[src/rtl/traffic_light_ctrl.sv]
// traffic_light_ctrl: NS/EW traffic-light Moore FSM timed in ticks; optional ALL_RED_EN adds all-red clearance phases
module traffic_light_ctrl #(
  parameter int NS_GREEN_TICKS  = 5,
  parameter int NS_YELLOW_TICKS = 2,
  parameter int EW_GREEN_TICKS  = 5,
  parameter int EW_YELLOW_TICKS = 2,
  parameter int ALL_RED_TICKS   = 1,
  parameter int CNT_W           = 8
) (
  input  logic       clk,
  input  logic       rst,
  input  logic       tick,
  output logic       ns_g,
  output logic       ns_y,
  output logic       ns_r,
  output logic       ew_g,
  output logic       ew_y,
  output logic       ew_r,
  output logic [2:0] phase
);
  typedef enum logic [2:0] {
    NS_G  = 3'd0,
    NS_Y  = 3'd1,
    EW_G  = 3'd2,
    EW_Y  = 3'd3,
    AR_NS = 3'd4,
    AR_EW = 3'd5
  } state_t;
  localparam int MAXD = 1 << CNT_W;
  if (NS_GREEN_TICKS < 1 || NS_GREEN_TICKS >= MAXD || NS_YELLOW_TICKS < 1 || NS_YELLOW_TICKS >= MAXD ||
      EW_GREEN_TICKS < 1 || EW_GREEN_TICKS >= MAXD || EW_YELLOW_TICKS < 1 || EW_YELLOW_TICKS >= MAXD) begin : g_bad_dur
    $error("traffic_light_ctrl: phase duration must be in 1..2^CNT_W-1");
  end
`ifdef ALL_RED_EN
  if (ALL_RED_TICKS < 1 || ALL_RED_TICKS >= MAXD) begin : g_bad_ar
    $error("traffic_light_ctrl: ALL_RED_TICKS must be in 1..2^CNT_W-1");
  end
`endif
  state_t state, state_d, succ;
  logic [CNT_W-1:0] cnt, cnt_d, dur;
  logic legal, last;
  // state and phase counter register; reset restarts a full NS green
  always_ff @(posedge clk) begin
    if (rst) begin
      state <= NS_G;
      cnt   <= '0;
    end else begin
      state <= state_d;
      cnt   <= cnt_d;
    end
  end
  // phase duration, successor, and advance on the last tick of a phase
  always_comb begin
    dur = (state == NS_G) ? CNT_W'(NS_GREEN_TICKS) :
          (state == NS_Y) ? CNT_W'(NS_YELLOW_TICKS) :
          (state == EW_G) ? CNT_W'(EW_GREEN_TICKS) :
          (state == EW_Y) ? CNT_W'(EW_YELLOW_TICKS) : CNT_W'(ALL_RED_TICKS);
    last = cnt == dur - 1'b1;
`ifdef ALL_RED_EN
    legal = state <= AR_EW;
    succ = (state == NS_G)  ? NS_Y  :
           (state == NS_Y)  ? AR_NS :
           (state == AR_NS) ? EW_G  :
           (state == EW_G)  ? EW_Y  :
           (state == EW_Y)  ? AR_EW : NS_G;
`else
    legal = state <= EW_Y;
    succ = (state == NS_G) ? NS_Y :
           (state == NS_Y) ? EW_G :
           (state == EW_G) ? EW_Y : NS_G;
`endif
    state_d = !legal ? NS_G : (tick && last) ? succ : state;
    cnt_d = (!legal || (tick && last)) ? '0 : tick ? cnt + 1'b1 : cnt;
  end
  assign ns_g  = state == NS_G;
  assign ns_y  = state == NS_Y;
  assign ns_r  = !(ns_g || ns_y);
  assign ew_g  = state == EW_G;
  assign ew_y  = state == EW_Y;
  assign ew_r  = !(ew_g || ew_y);
  assign phase = state;
endmodule

[config.mk]
export PLATFORM = sky130hd
export DESIGN_NAME = traffic_light_ctrl
export DESIGN_NICKNAME = d
export VERILOG_FILES = /design/src/rtl/traffic_light_ctrl.sv
export SDC_FILE = /design/constraint.sdc
export NUM_CORES = 1
export LEC_CHECK = 0
export ABC_AREA = 0
export ABC_CLOCK_PERIOD_IN_PS = 2500
export BUFFER_PORTS_ARGS = -buffer_cell sky130_fd_sc_hd__clkbuf_2
export CAP_MARGIN = 20
export CELL_PAD_IN_SITES_DETAIL_PLACEMENT = 1
export CELL_PAD_IN_SITES_GLOBAL_PLACEMENT = 1
export CORE_MARGIN = 2
export CORE_UTILIZATION = 39
export CTS_CLUSTER_DIAMETER = 80
export CTS_CLUSTER_SIZE = 25
export DETAILED_ROUTE_END_ITERATION = 12
export HOLD_SLACK_MARGIN = 0.05
export PLACE_DENSITY = 0.78
export REMOVE_ABC_BUFFERS = 1
export SLEW_MARGIN = 20
export SYNTH_ARGS = -nofsm -noshare
export SYNTH_HDL_FRONTEND = slang
export SYNTH_SLANG_ARGS = --single-unit
[constraint.sdc]
create_clock -name clk -period 2.5 [get_ports clk]
set_input_delay 0.5 -clock clk [delete_from_list [all_inputs] [get_ports clk]]
set_output_delay 0.5 -clock clk [all_outputs]
set_load 0.05 [all_outputs]
== Yosys cells after proc, flatten, opt, wreduce, memory -nomap -nowiden ==
Cells that the tools add are included.

* Order comparisons: 1
* Reduce and logical (&&, ||, !) cells: 10
* Equal/unequal tests: 4
* Mux-type cells: 7
* Bitwise logic cells: 1
* Add/sub/neg operators: 2

{| class="wikitable"
|+ Operator list
! operator !! number
|-
| 2-to-1 mux 3 bit || 3
|-
| adder 8 x 1 -> 8 bit, second input constant || 1
|-
| == test 8 bit || 1
|-
| 2-to-1 mux 2 bit || 4
|-
| == test 3 x 2 -> 1 bit, second input constant || 2
|-
| OR reduction 2 bit || 2
|-
| subtractor 3 x 1 -> 4 bit, second input constant || 1
|-
| == test 3 x 1 -> 1 bit, second input constant || 1
|-
| less-or-equal comparator 3 x 2 -> 1 bit, second input constant || 1
|-
| zero test 1 bit || 3
|-
| zero test 3 bit || 1
|-
| logical OR 1 bit || 3
|-
| logical AND 1 bit || 1
|-
| inverter 1 bit || 1
|}

* Word-level logic and storage cells: 27
* Bits of input ports: 3
* Output and inout port bits: 9
* Bits in registers: 11

== Longest topological paths before layout ==
* Word-level depth: 10
* Mapped depth: 8
* Depth with buffers taken out: 8

== Worst setup path before layout ==
No wires, ideal clock.

* Path type: flip-flop to flip-flop
* Start point: register state[0] (netlist: phase[0])
* End point: register state[0] (netlist: phase[0])
* Library setup time: 121 ps
* Stages on the path, launching flop included: 9
* Slack: -462 ps
* Clock period less this slack: 2962 ps
* Required time: 2379 ps
* Buffers on the path: 0
* Arrival time: 2841 ps
* Cells stage by stage: dfxtp_1 -> inv_1 -> ha_1 -> nor2_1 -> ha_1 -> xor2_1 -> nand2_1 -> a2111oi_4 -> mux2_4

* Elaborated cells on any way between the ends: 17
* Those cells by class: 1 x add/sub; 1 x order compare; 4 x eq/ne; 7 x mux; 1 x bitwise; 3 x reduce/logical

{| class="wikitable"
|+ RTL lines
! item !! line !! text
|-
| from (decl) || 39 || <nowiki>state_t state, state_d, succ;</nowiki>
|-
| from (signal assigned) || 48 || <nowiki>state <= state_d;</nowiki>
|-
| == test 3 x 2 -> 1 bit * || n/a ||
|-
| via ew_g || 16 || <nowiki>output logic ew_g,</nowiki>
|-
| 2-to-1 mux 3 bit || 56 || <nowiki>(state == EW_G) ? CNT_W'(EW_GREEN_TICKS) :</nowiki>
|-
| 2-to-1 mux 3 bit || 55 || <nowiki>(state == NS_Y) ? CNT_W'(NS_YELLOW_TICKS) :</nowiki>
|-
| 2-to-1 mux 3 bit || 54 || <nowiki>dur = (state == NS_G) ? CNT_W'(NS_GREEN_TICKS) :</nowiki>
|-
| subtractor 3 x 1 -> 4 bit || 58 || <nowiki>last = cnt == dur - 1'b1;</nowiki>
|-
| == test 8 bit || 58 ||
|-
| logical AND 1 bit || 72 || <nowiki>state_d = !legal ? NS_G : (tick && last) ? succ : state;</nowiki>
|}

Mark *: on every way through the listed nets, which the timed path passes. The rest lies on a longest branch.
A chain may end at the register's enable or synchronous reset.

== Final worst setup path ==
* Start point: register state[0] (netlist: phase[0])
* End point: register state[0] (netlist: phase[0])

* Word-level cells in the longest chain between the ends: 8
* Elaborated cells on any way between the ends: 17
* Those cells by class: 1 x add/sub; 1 x order compare; 4 x eq/ne; 7 x mux; 1 x bitwise; 3 x reduce/logical

{| class="wikitable"
|+ RTL lines
! item !! line !! text
|-
| == test 3 x 2 -> 1 bit || 57 || <nowiki>(state == EW_Y) ? CNT_W'(EW_YELLOW_TICKS) : CNT_W'(ALL_RED_TICKS);</nowiki>
|-
| 2-to-1 mux 2 bit || 57 ||
|-
| 2-to-1 mux 3 bit || 56 ||
|-
| 2-to-1 mux 3 bit || 55 ||
|-
| 2-to-1 mux 3 bit || 54 ||
|-
| subtractor 3 x 1 -> 4 bit || 58 ||
|-
| == test 8 bit || 58 ||
|-
| logical AND 1 bit || 72 ||
|}

Several ways; a longest one is shown, not always the timed one.

==> results.md <==
* Cts bufs inserted at 3
* Max-Cap Viols at 0
* Initial antenna violation count at 0
* Wire per inst at 13.8 um
* Fin nets at 94
* Setup bufs post-CTS at 0
* # IOs at 12
* Unique cell type count in the Yosys netlist at 20
* Antenna diode count at 0
* Max Clock Skew at 0.000857 ns
* Largest net degree at the start of global routing at 13
* Syn Inst Count at 70
* First-pass GRT wire length at 2310 um
* Hold Violations, Final at 0
* Leakage power at 0.323 nW
* Critical Path AT at 2.48 ns
* Setup WS post-layout at 0.181 ns
* Share of post-route cells with drive strength above 1 at 24.4%
* Syn avg cell area at 9.10 um2
* Global route overflow at 0
* Ys Warns at 0
* Post-route ant nets at 0
* Flops & latches, synth at 10
* Final setup fails at 0
* Fin. max-slew vios at 0
* CP dominant cell by count: ha_1
* CP startpoint kind: register
* Final Total Pwr at 409 uW
* Port buffer count at 10
* Buf+Inv Stages, Crit Path at 1
* Max VDD drop at 0.332 mV
* Status: complete, no violations
* CTS tree: built
* CP Capture Type: register
* Period utilization at 92.8%
* Power Dens Cells at 558 nW/um2
* Die Ht at 44.4 um
* Crit-path max FO at 4
* Vias per inst at 5.34
* Core area at 1520 um2
* Clk_lat worst skew at 0.27 ns
* Worst path max stage delay at 0.43 ns
* Root Driver: clkbuf_4
* Cell Chain, Critical Path: inv_1, ha_1, o21bai_1, ha_1, xor2_1, xnor2_1, a2111oi_4, mux2_4
* Initial Util at 41.8%
* DRC Markers at 0
* Crit path kind: register to register
* Max clock buf depth at 2
* Max Fclk at 431 MHz
* Crit path time final at 2.32 ns
* Post-route setup TNS at 0 ns
* Site row count at 14
* DRT iter0 DRCs at 11
* DR vias at 523
* CTS sink cnt at 10
* P&R area growth vs syn at 15.1%
* DP Wirelength at 1020 um
* Delay-heaviest family, CP: compound AO/OA/AOI/OAI gates
* Sequential element share of the synthesized area at 31.4%
* GP Congestion at 0.716
* Cell area after synthesis at 637 um2
* Min-delay worst type: register to register
* Slowest stage cell, crit path: a2111oi_4
* First-pass DRT Iterations at 4
* H-tree depth at 1
* DP Worst Slack at 0.119 ns
* Worst endpoint required time at 2.66 ns
* Number of global-route vias before repair at 519
* Die width at 44.4 um
* Reg clk slew, reported paths at 0.06 ns
* Final wirelength at 1360 um
* RSZ-0062 raised after global routing: no
* Die area at 1970 um2
* All-Layer GR Usage at 16.5%
==> repair_timing <==
action	in CTS	in global routing
gates resized for setup	0	2
setup endpoints to repair	0	1
hold buffers	0	0
hold endpoints to repair	0	0
==> where the power goes <==
part	total (mW)	switching (mW)	internal, mW
registers	0.176	0.00904	0.167
logic	0.124	0.0815	0.0428
clock network	0.109	0.0535	0.0556
total	0.409	0.144	0.265
==> worst register-to-register path, cell delays in order (launching register included) <==
cell       delay (ns)
dfxtp_1          0.39
inv_1            0.11
ha_1             0.25
o21bai_1         0.19
ha_1             0.20
xor2_1           0.15
xnor2_1          0.16
a2111oi_4        0.43
mux2_4           0.33
==> logic make-up after synthesis <==
logic type	share of synthesized area, %
buffers and inverters	3.54
muxes	5.50
and+or+nand+nor	23.2
xor gates and xnor gates	15.1
DFF	31.4
AOI/OAI and AO/OA	6.88
adders and majority gates	13.8
other	0.589
==> through the flow <==
stage / cells / cell area [um2] / utilization (%) / hold WS [ns]
floorplan: 67 / 622 / - / 0.532
global placement: 95 / 707 / 46.4 / 0.527
detailed placement: 95 / 707 / 46.4 / 0.535
CTS: 98 / 729 / 47.9 / 0.544
global route: 98 / 733 / 48.1 / 0.536
finish: 98 / 733 / 48.1 / 0.505
==> per-layer routing <==
layer | GRT usage, % | up-vias | wire length (um)
met4 | 10.9 | 0 | 36
li1 | - | 262 | -
met3 | 3.67 | 5 | 65
met2 | 25.0 | 18 | 625
met5 | 0 | - | 0
met1 | 20.9 | 238 | 628
==> synth_stat cells <==
cell type   n  area, um2
a2111oi_4   1       27.5
conb_1      1       3.75
nand2b_1    2       12.5
a211o_1     1       8.76
nand4_1     3       18.8
nor2_1      8       30.0
xnor2_1     5       43.8
mux2_4      1       15.0
ha_1        7       87.6
clkbuf_1    2       7.51
nor3_1     10       50.1
buf_4       1       7.51
dfxtp_1    10        200
inv_1       2       7.51
nand2_1     5       18.8
mux2i_1     2       20.0
and4_2      1       10.0
xor2_1      6       52.6
or4_1       1       7.51
o21bai_1    1       7.51
==> layout make-up <==
type / instances / area, um2
Multi-Input combinational cell: 55 / 417
Fill cell: 191 / 791
Inverter: 2 / 7.51
Clock buffer: 3 / 22.5
Tap cell: 16 / 20.0
Timing Repair Buffer: 12 / 65.1
Sequential cell: 10 / 201
==> final timing paths <==
path	start	to	slack, ns	depth (start not counted)
hold / removal	phase[1]	phase[1]	0.51	2
setup / recovery	phase[0]	phase[0]	0.18	8
hold reg to reg	phase[1]	phase[1]	0.51	2
setup reg to reg	phase[0]	phase[0]	0.18	8
==> cell usage in the layout (no fill, tap or decap) <==
master,instances
nor3_1,10
clkbuf_2,10
dfxtp_1,9
nor2_1,7
ha_1,7
xor2_1,6
nand2_1,5
xnor2_1,5
nand4_1,3
clkbuf_4,3
inv_1,2
nand2b_1,2
mux2i_1,2
buf_4,2
nor2_2,1
o21bai_1,1
or4_1,1
a211o_1,1
and4_2,1
a2111oi_4,1
mux2_4,1
conb_1,1
dfxtp_2,1
==> flip-flops by register name, summed over array words and instances (netlist names) <==
register  flops
cnt           8
phase         2
(Power assumes the default switching activity.)
